`src/rtl/neo_pkg.sv`:
```
// Shared types and helpers for the move scheduler: direction encoding, scheduler states,
// and the fixed-priority request arbitration used on the debounced direction pulses.
package neo_pkg;

    typedef enum logic [1:0] {
        DIR_UP    = 2'd0,
        DIR_DOWN  = 2'd1,
        DIR_LEFT  = 2'd2,
        DIR_RIGHT = 2'd3
    } dir_e;

    typedef enum logic [1:0] {
        S_IDLE       = 2'd0,
        S_WAIT_FRAME = 2'd1,
        S_ISSUE      = 2'd2,
        S_BUSY       = 2'd3
    } sched_state_e;

    localparam int DROP_CNT_W = 8;

    // Lowest set bit wins: up > down > left > right.
    function automatic dir_e lowest_dir(input logic [3:0] req);
        dir_e d;
        casez (req)
            4'b???1: d = DIR_UP;
            4'b??10: d = DIR_DOWN;
            4'b?100: d = DIR_LEFT;
            default: d = DIR_RIGHT;
        endcase
        return d;
    endfunction

    function automatic logic multi_req(input logic [3:0] req);
        return |(req & (req - 4'd1));
    endfunction

endpackage

```
`src/rtl/move_fifo.sv`:
```
// move_fifo: small synchronous FIFO of pending directions with push/pop/flush.
// Push is refused when full and pop when empty, judged on the level at the start of the cycle.
module move_fifo
    import neo_pkg::*;
#(
    parameter int DEPTH = 4
) (
    input  logic                        clk,
    input  logic                        reset,
    input  logic                        push,
    input  dir_e                        push_dir,
    input  logic                        pop,
    input  logic                        flush,
    output dir_e                        head,
    output logic [$clog2(DEPTH+1)-1:0]  level,
    output logic                        full,
    output logic                        empty
);
    localparam int AW = $clog2(DEPTH);
    localparam int LW = $clog2(DEPTH + 1);

    dir_e           mem [DEPTH];
    logic [AW-1:0]  wr_ptr;
    logic [AW-1:0]  rd_ptr;
    logic           do_push;
    logic           do_pop;

    assign full    = (level == LW'(DEPTH));
    assign empty   = (level == '0);
    assign do_push = push && !full;
    assign do_pop  = pop && !empty;
    assign head    = mem[rd_ptr];

    always_ff @(posedge clk) begin
        if (!reset || flush) begin
            wr_ptr <= '0;
            rd_ptr <= '0;
            level  <= '0;
        end else begin
            // NOTE: non-blocking updates so every register sees the start-of-cycle level.
            if (do_push) wr_ptr <= wr_ptr + 1'b1;
            if (do_pop)  rd_ptr <= rd_ptr + 1'b1;
            level <= level + LW'(do_push) - LW'(do_pop);
        end
    end

    // NOTE: storage is not reset; the level counter alone decides which entries are valid.
    always_ff @(posedge clk) begin
        if (do_push) mem[wr_ptr] <= push_dir;
    end

endmodule

```
`src/rtl/move_scheduler.sv`:
```
// move_scheduler: arbitrates direction pulses into a move FIFO and hands moves to the game
// engine one at a time. Define MOVE_SCHED_FRAME_SYNC_EN to hold each issue for frame_start.
module move_scheduler
    import neo_pkg::*;
#(
    parameter int QDEPTH      = 4,
    parameter int TIMEOUT_CYC = 1024
) (
    input  logic                         clk,
    input  logic                         reset,
    input  logic [3:0]                   dir_req,
    input  logic                         game_over,
    input  logic                         frame_start,
    output logic                         mv_valid,
    output dir_e                         mv_dir,
    input  logic                         mv_ready,
    input  logic                         eng_done,
    output logic                         busy,
    output logic                         timeout,
    output logic [$clog2(QDEPTH+1)-1:0]  q_level,
    output logic [DROP_CNT_W-1:0]        drop_cnt
);
    localparam int            TW         = $clog2(TIMEOUT_CYC);
    localparam logic [TW-1:0] TIMER_LAST = TW'(TIMEOUT_CYC - 1);

    sched_state_e   state;
    sched_state_e   state_next;
    logic [TW-1:0]  timer;
    dir_e           fifo_head;
    logic           fifo_full;
    logic           fifo_empty;
    logic           req_valid;
    logic           req_drop;
    logic           handshake;
    logic           load_dir;
    logic           timeout_hit;

    assign req_valid = (dir_req != 4'd0) && !game_over;
    assign req_drop  = req_valid && (multi_req(dir_req) || fifo_full);
    assign handshake = (state == S_ISSUE) && mv_ready;

    move_fifo #(.DEPTH(QDEPTH)) u_fifo (
        .clk      (clk),
        .reset    (reset),
        .push     (req_valid),
        .push_dir (lowest_dir(dir_req)),
        .pop      (handshake),
        .flush    (game_over),
        .head     (fifo_head),
        .level    (q_level),
        .full     (fifo_full),
        .empty    (fifo_empty)
    );

`ifndef MOVE_SCHED_FRAME_SYNC_EN
    logic unused_frame_start;
    assign unused_frame_start = frame_start;
`endif

    always_comb begin
        // NOTE: defaults first so no path through the case leaves a value unassigned.
        state_next  = state;
        load_dir    = 1'b0;
        timeout_hit = 1'b0;
        unique case (state)
            S_IDLE: begin
                if (!fifo_empty && !game_over) begin
`ifdef MOVE_SCHED_FRAME_SYNC_EN
                    state_next = S_WAIT_FRAME;
`else
                    state_next = S_ISSUE;
                    load_dir   = 1'b1;
`endif
                end
            end
            S_WAIT_FRAME: begin
`ifdef MOVE_SCHED_FRAME_SYNC_EN
                if (game_over) begin
                    state_next = S_IDLE;
                end else if (frame_start) begin
                    state_next = S_ISSUE;
                    load_dir   = 1'b1;
                end
`else
                state_next = S_IDLE;
`endif
            end
            // The offered move is latched into mv_dir, so a flush cannot disturb it.
            S_ISSUE: begin
                if (mv_ready) state_next = S_BUSY;
            end
            S_BUSY: begin
                if (eng_done) begin
                    state_next = S_IDLE;
                end else if (timer == TIMER_LAST) begin
                    state_next  = S_IDLE;
                    timeout_hit = 1'b1;
                end
            end
            default: state_next = S_IDLE;
        endcase
    end

    always_ff @(posedge clk) begin
        if (!reset) begin
            state    <= S_IDLE;
            timer    <= '0;
            mv_dir   <= DIR_UP;
            drop_cnt <= '0;
        end else begin
            state <= state_next;
            timer <= (state == S_BUSY) ? timer + 1'b1 : '0;
            if (load_dir) mv_dir <= fifo_head;
            if (req_drop && drop_cnt != '1) drop_cnt <= drop_cnt + 1'b1;
        end
    end

    assign mv_valid = (state == S_ISSUE);
    assign busy     = (state != S_IDLE);
    // Suppressed while reset is applied so an abandoned move never reports a timeout.
    assign timeout  = reset && timeout_hit;

endmodule

```
`config.mk`:
```
export PLATFORM = sky130hd
export DESIGN_NAME = move_scheduler
export DESIGN_NICKNAME = d
export VERILOG_FILES = /design/src/rtl/neo_pkg.sv /design/src/rtl/move_fifo.sv /design/src/rtl/move_scheduler.sv
export SDC_FILE = /design/constraint.sdc
export NUM_CORES = 1
export LEC_CHECK = 0
export BUFFER_PORTS_ARGS = -buffer_cell sky130_fd_sc_hd__buf_2
export CORE_MARGIN = 10
export CORE_UTILIZATION = 60
export DETAILED_ROUTE_END_ITERATION = 8
export PLACE_DENSITY = 0.82
export SLEW_MARGIN = 20
export SYNTH_ARGS = -nofsm -noshare
export SYNTH_HDL_FRONTEND = slang
export SYNTH_SLANG_ARGS = --single-unit
```
`constraint.sdc`:
```
create_clock -name clk -period 5.95 [get_ports clk]
set_input_delay 0.8925 -clock clk [delete_from_list [all_inputs] [get_ports clk]]
set_output_delay 0.8925 -clock clk [all_outputs]
set_load 0.1 [all_outputs]
```
==> key figures <==
Power and ir drop
  • Combinational share of power: 11.8%
  • Power Dens Cells: 256.0 mW/mm²
  • Pint: 0.3767 mW
  • Maximum vdd drop: 0.2043 mV
  • Sw power: 0.1290 mW
  • Sequential share of power: 52.5%
  • Clock power frac: 35.7%
  • Sw frac: 25.51%
  • Leakage power: 0.7800 nW

STA
  • Worst hold slack: 455.1 ps
  • RSZ-0062 raised after global routing: false
  • Setup skew after layout: 14.41 ps
  • Max Fclk: 329.7 MHz
  • Min Tclk post-route: 3033 ps
  • Final setup viols: 0
  • Worst-Margin Slew: 633.6 ps
  • Slew margin rel.: 57.37%
  • Total negative slack: 0 ps
  • Final hold violations: 0
  • Period utilisation layout: 50.98%
  • Max-slew violations: 0

Synth
  • Synth cell types: 38
  • Synthesized area per cell: 9.862 µm²
  • Yosys warnings: 0
  • Syn Inst Count: 178
  • Post-synthesis sequential area ratio: 46.76%
  • Syn nets: 197
  • Synth Cell Area: 0.001755 mm²
  • #FFs+latches synth: 37

Clock tree
  • Skew-Pair Late Insertion Delay: 350 ps
  • Clock root cell: clkbuf_4
  • Postcts setup bufs: 0
  • Htree depth: 2
  • Hold Buf Count CTS: 0
  • CTS sink count: 37
  • Max Buffers Root-to-Sink: 2
  • TritonCTS buffer count: 5
  • CTS clk-pin slew, worst paths: 110 ps
  • Post-cts sizing count: 0
  • CTS tree: built

Critical path
  • Critical path startpoint: reset
  • Largest stage delay, worst path: 450 ps
  • Setup crit end kind: output port
  • Critical Path AT: 2140 ps
  • Kind of critical path: input pin to output port
  • Crit-path max FO: 11
  • CP Data Required Time: 5060 ps
  • Slowest cell on crit path: buf_2
  • Critical Path Start Type: input pin
  • Crit path cell chain: buf_2 > nand3_1 > nor3b_1 > buf_2
  • Worst r2r src: u_fifo.level[1]
  • CP most frequent cell: buf_2

Global routing
  • First-pass GRT wire length: 6065 µm
  • Global route overflow: 0
  • Antenna violations before repair: 0
  • Vias in the first global route: 1367
  • GRT Total Usage: 13.76%
  • Largest net degree at the start of global routing: 13

Placement
  • Cell Area, Placed: 0.001891 mm²
  • Post-detail-place hpwl: 2665 µm
  • I/O Buffers: 24
  • Placed cells: 229
  • GP Congestion: 0.7711

Routing
  • DR vias: 1361
  • DRT antenna net count: 0
  • Post-Route WL: 3503 µm
  • Residual DRC: 0
  • Routed len/inst: 14.78 µm
  • Initial drt markers: 89
  • Pre-antenna DRT Iters: 4
  • Vias per std cell: 5.743

Floorplan
  • Area of the die: 0.005489 mm²
  • # IOs: 26
  • Die width: 74.09 µm
  • Die span in y: 74.09 µm
  • Row count: 19
  • Initial Util: 63.11%
  • Core area: 0.002781 mm²

Cells and area
  • Area Growth Syn to Fin: 12.54%
  • Fin area: 0.001976 mm²
  • Share of layout cells above drive strength 1: 17.96%
  • Non-filler instance count after layout: 237
  • Antenna diodes: 0
  • Finished Core Util: 71.03%
  • NumNets Final: 224

Min path
  • Hold crit path type: register to register
  • Hold path start: timer[0]

Run status
  • Status: completed

Run
  • Max cap viols: 0
-- through the flow --
stage,setup WS (ps),power [mW]
2_1_floorplan,1573,0.3180
3_3_place_gp,2923,0.3283
3_5_place_dp,2918,0.3309
4_1_cts,2912,0.5092
5_1_grt,2796,0.5259
6_report,2917,0.5057
-- power by group through the flow --
stage | logic, mW | clock network, mW | registers (mW)
3_5_place_dp | 0.0596 | 0 | 0.271
3_3_place_gp | 0.0576 | 0 | 0.271
5_1_grt | 0.0645 | 0.195 | 0.267
2_1_floorplan | 0.0314 | 0 | 0.287
4_1_cts | 0.0599 | 0.184 | 0.266
6_report | 0.0596 | 0.181 | 0.266
-- area by class of cell --
cell class                 instances  area (µm²)
sequential                        37       820.8
inverter                          11       41.29
clock inverter                     1       30.03
tap                               31       38.79
multi-input combinational        126       869.6
fill                             224       805.8
timing repair buffer              24       120.1
clock buffer                       7       55.05
-- worst paths after layout --
check / end / slack (ps) / cells past startpoint
setup / recovery: timeout / 2920 / 4
setup reg to reg: u_fifo.level[2] / 3640 / 10
hold reg to reg: timer[0] / 460 / 1
hold / removal: timer[0] / 460 / 1
-- critical path: cells and delay by family --
| kind | cells | cell delay [ps] |
|---|---|---|
| and+or+nand+nor | 2 | 600 |
| buffers and inverters | 2 | 640 |
-- per-layer routing --
| metal | up-vias | global-route usage (%) | wire, µm |
|---|---|---|---|
| met5 | - | 0 | 0 |
| met4 | 0 | 4.969 | 45 |
| met3 | 6 | 5.851 | 317 |
| met2 | 41 | 21.88 | 1602 |
| met1 | 630 | 16.21 | 1537 |
| li1 | 684 | - | - |
-- kinds of logic (layout without fill, tap and decap cells) --
family | Yosys count | in the layout | share of synthesized area [%]
simple gates | 75 | 75 | 22.45
compound gates | 22 | 22 | 8.340
flops | 37 | 37 | 46.76
fa+ha+maj | 9 | 9 | 6.843
mux | 7 | 7 | 5.417
xor+xnor | 13 | 13 | 6.486
buf+inv | 15 | 43 | 3.706
-- synthesized netlist by cell type, drive strengths merged --
library cell / number / area [µm²]
nor3: 6 / 30.03
dfxtp: 29 / 580.6
a21oi: 7 / 35.03
a311o: 1 / 10.01
o211a: 1 / 10.01
o21ai: 4 / 20.02
xnor2: 7 / 61.31
nand3: 6 / 30.03
edfxtp: 8 / 240.2
o211ai: 1 / 7.510
nand4: 5 / 31.28
or4: 3 / 22.52
nor3b: 2 / 20.02
o311ai: 1 / 8.760
nor2: 22 / 82.58
a311oi: 1 / 8.760
xor2: 6 / 52.55
and3: 4 / 25.02
buf: 2 / 16.26
nor4b: 1 / 8.760
nand2: 10 / 37.54
clkbuf: 2 / 7.510
nand2b: 4 / 25.02
and4: 1 / 8.760
o31ai: 5 / 37.54
o41ai: 1 / 8.760
or3: 1 / 7.510
mux4: 2 / 45.04
and2: 6 / 37.54
mux2i: 5 / 50.05
fa: 1 / 20.02
or3b: 1 / 8.760
inv: 11 / 41.29
or2: 1 / 6.260
nor4: 2 / 12.51
ha: 8 / 100.1
-- cells in the final DEF, fill, tap and decap left out, types with 2 or more instances in the layout --
cell type,n
nand4_1,5
nor3_1,6
mux4_2,2
xnor2_1,7
nor2_1,22
buf_2,24
edfxtp_1,8
clkbuf_4,5
nand2_1,10
xor2_1,6
dfxtp_1,29
o31ai_1,5
nand2b_1,4
a21oi_1,7
and3_1,4
nor4_1,2
and2_1,6
or4_1,3
ha_1,8
mux2i_1,5
o21ai_0,4
nand3_1,6
inv_1,11
-- flip-flops by register name, indices dropped and copies added (netlist names) --
signal	cells
u_fifo.mem	8
timer	10
u_fifo.wr_ptr	2
u_fifo.level	3
mv_dir	2
u_fifo.rd_ptr	2
state	2
drop_cnt	8
(Power assumes the default switching activity.)
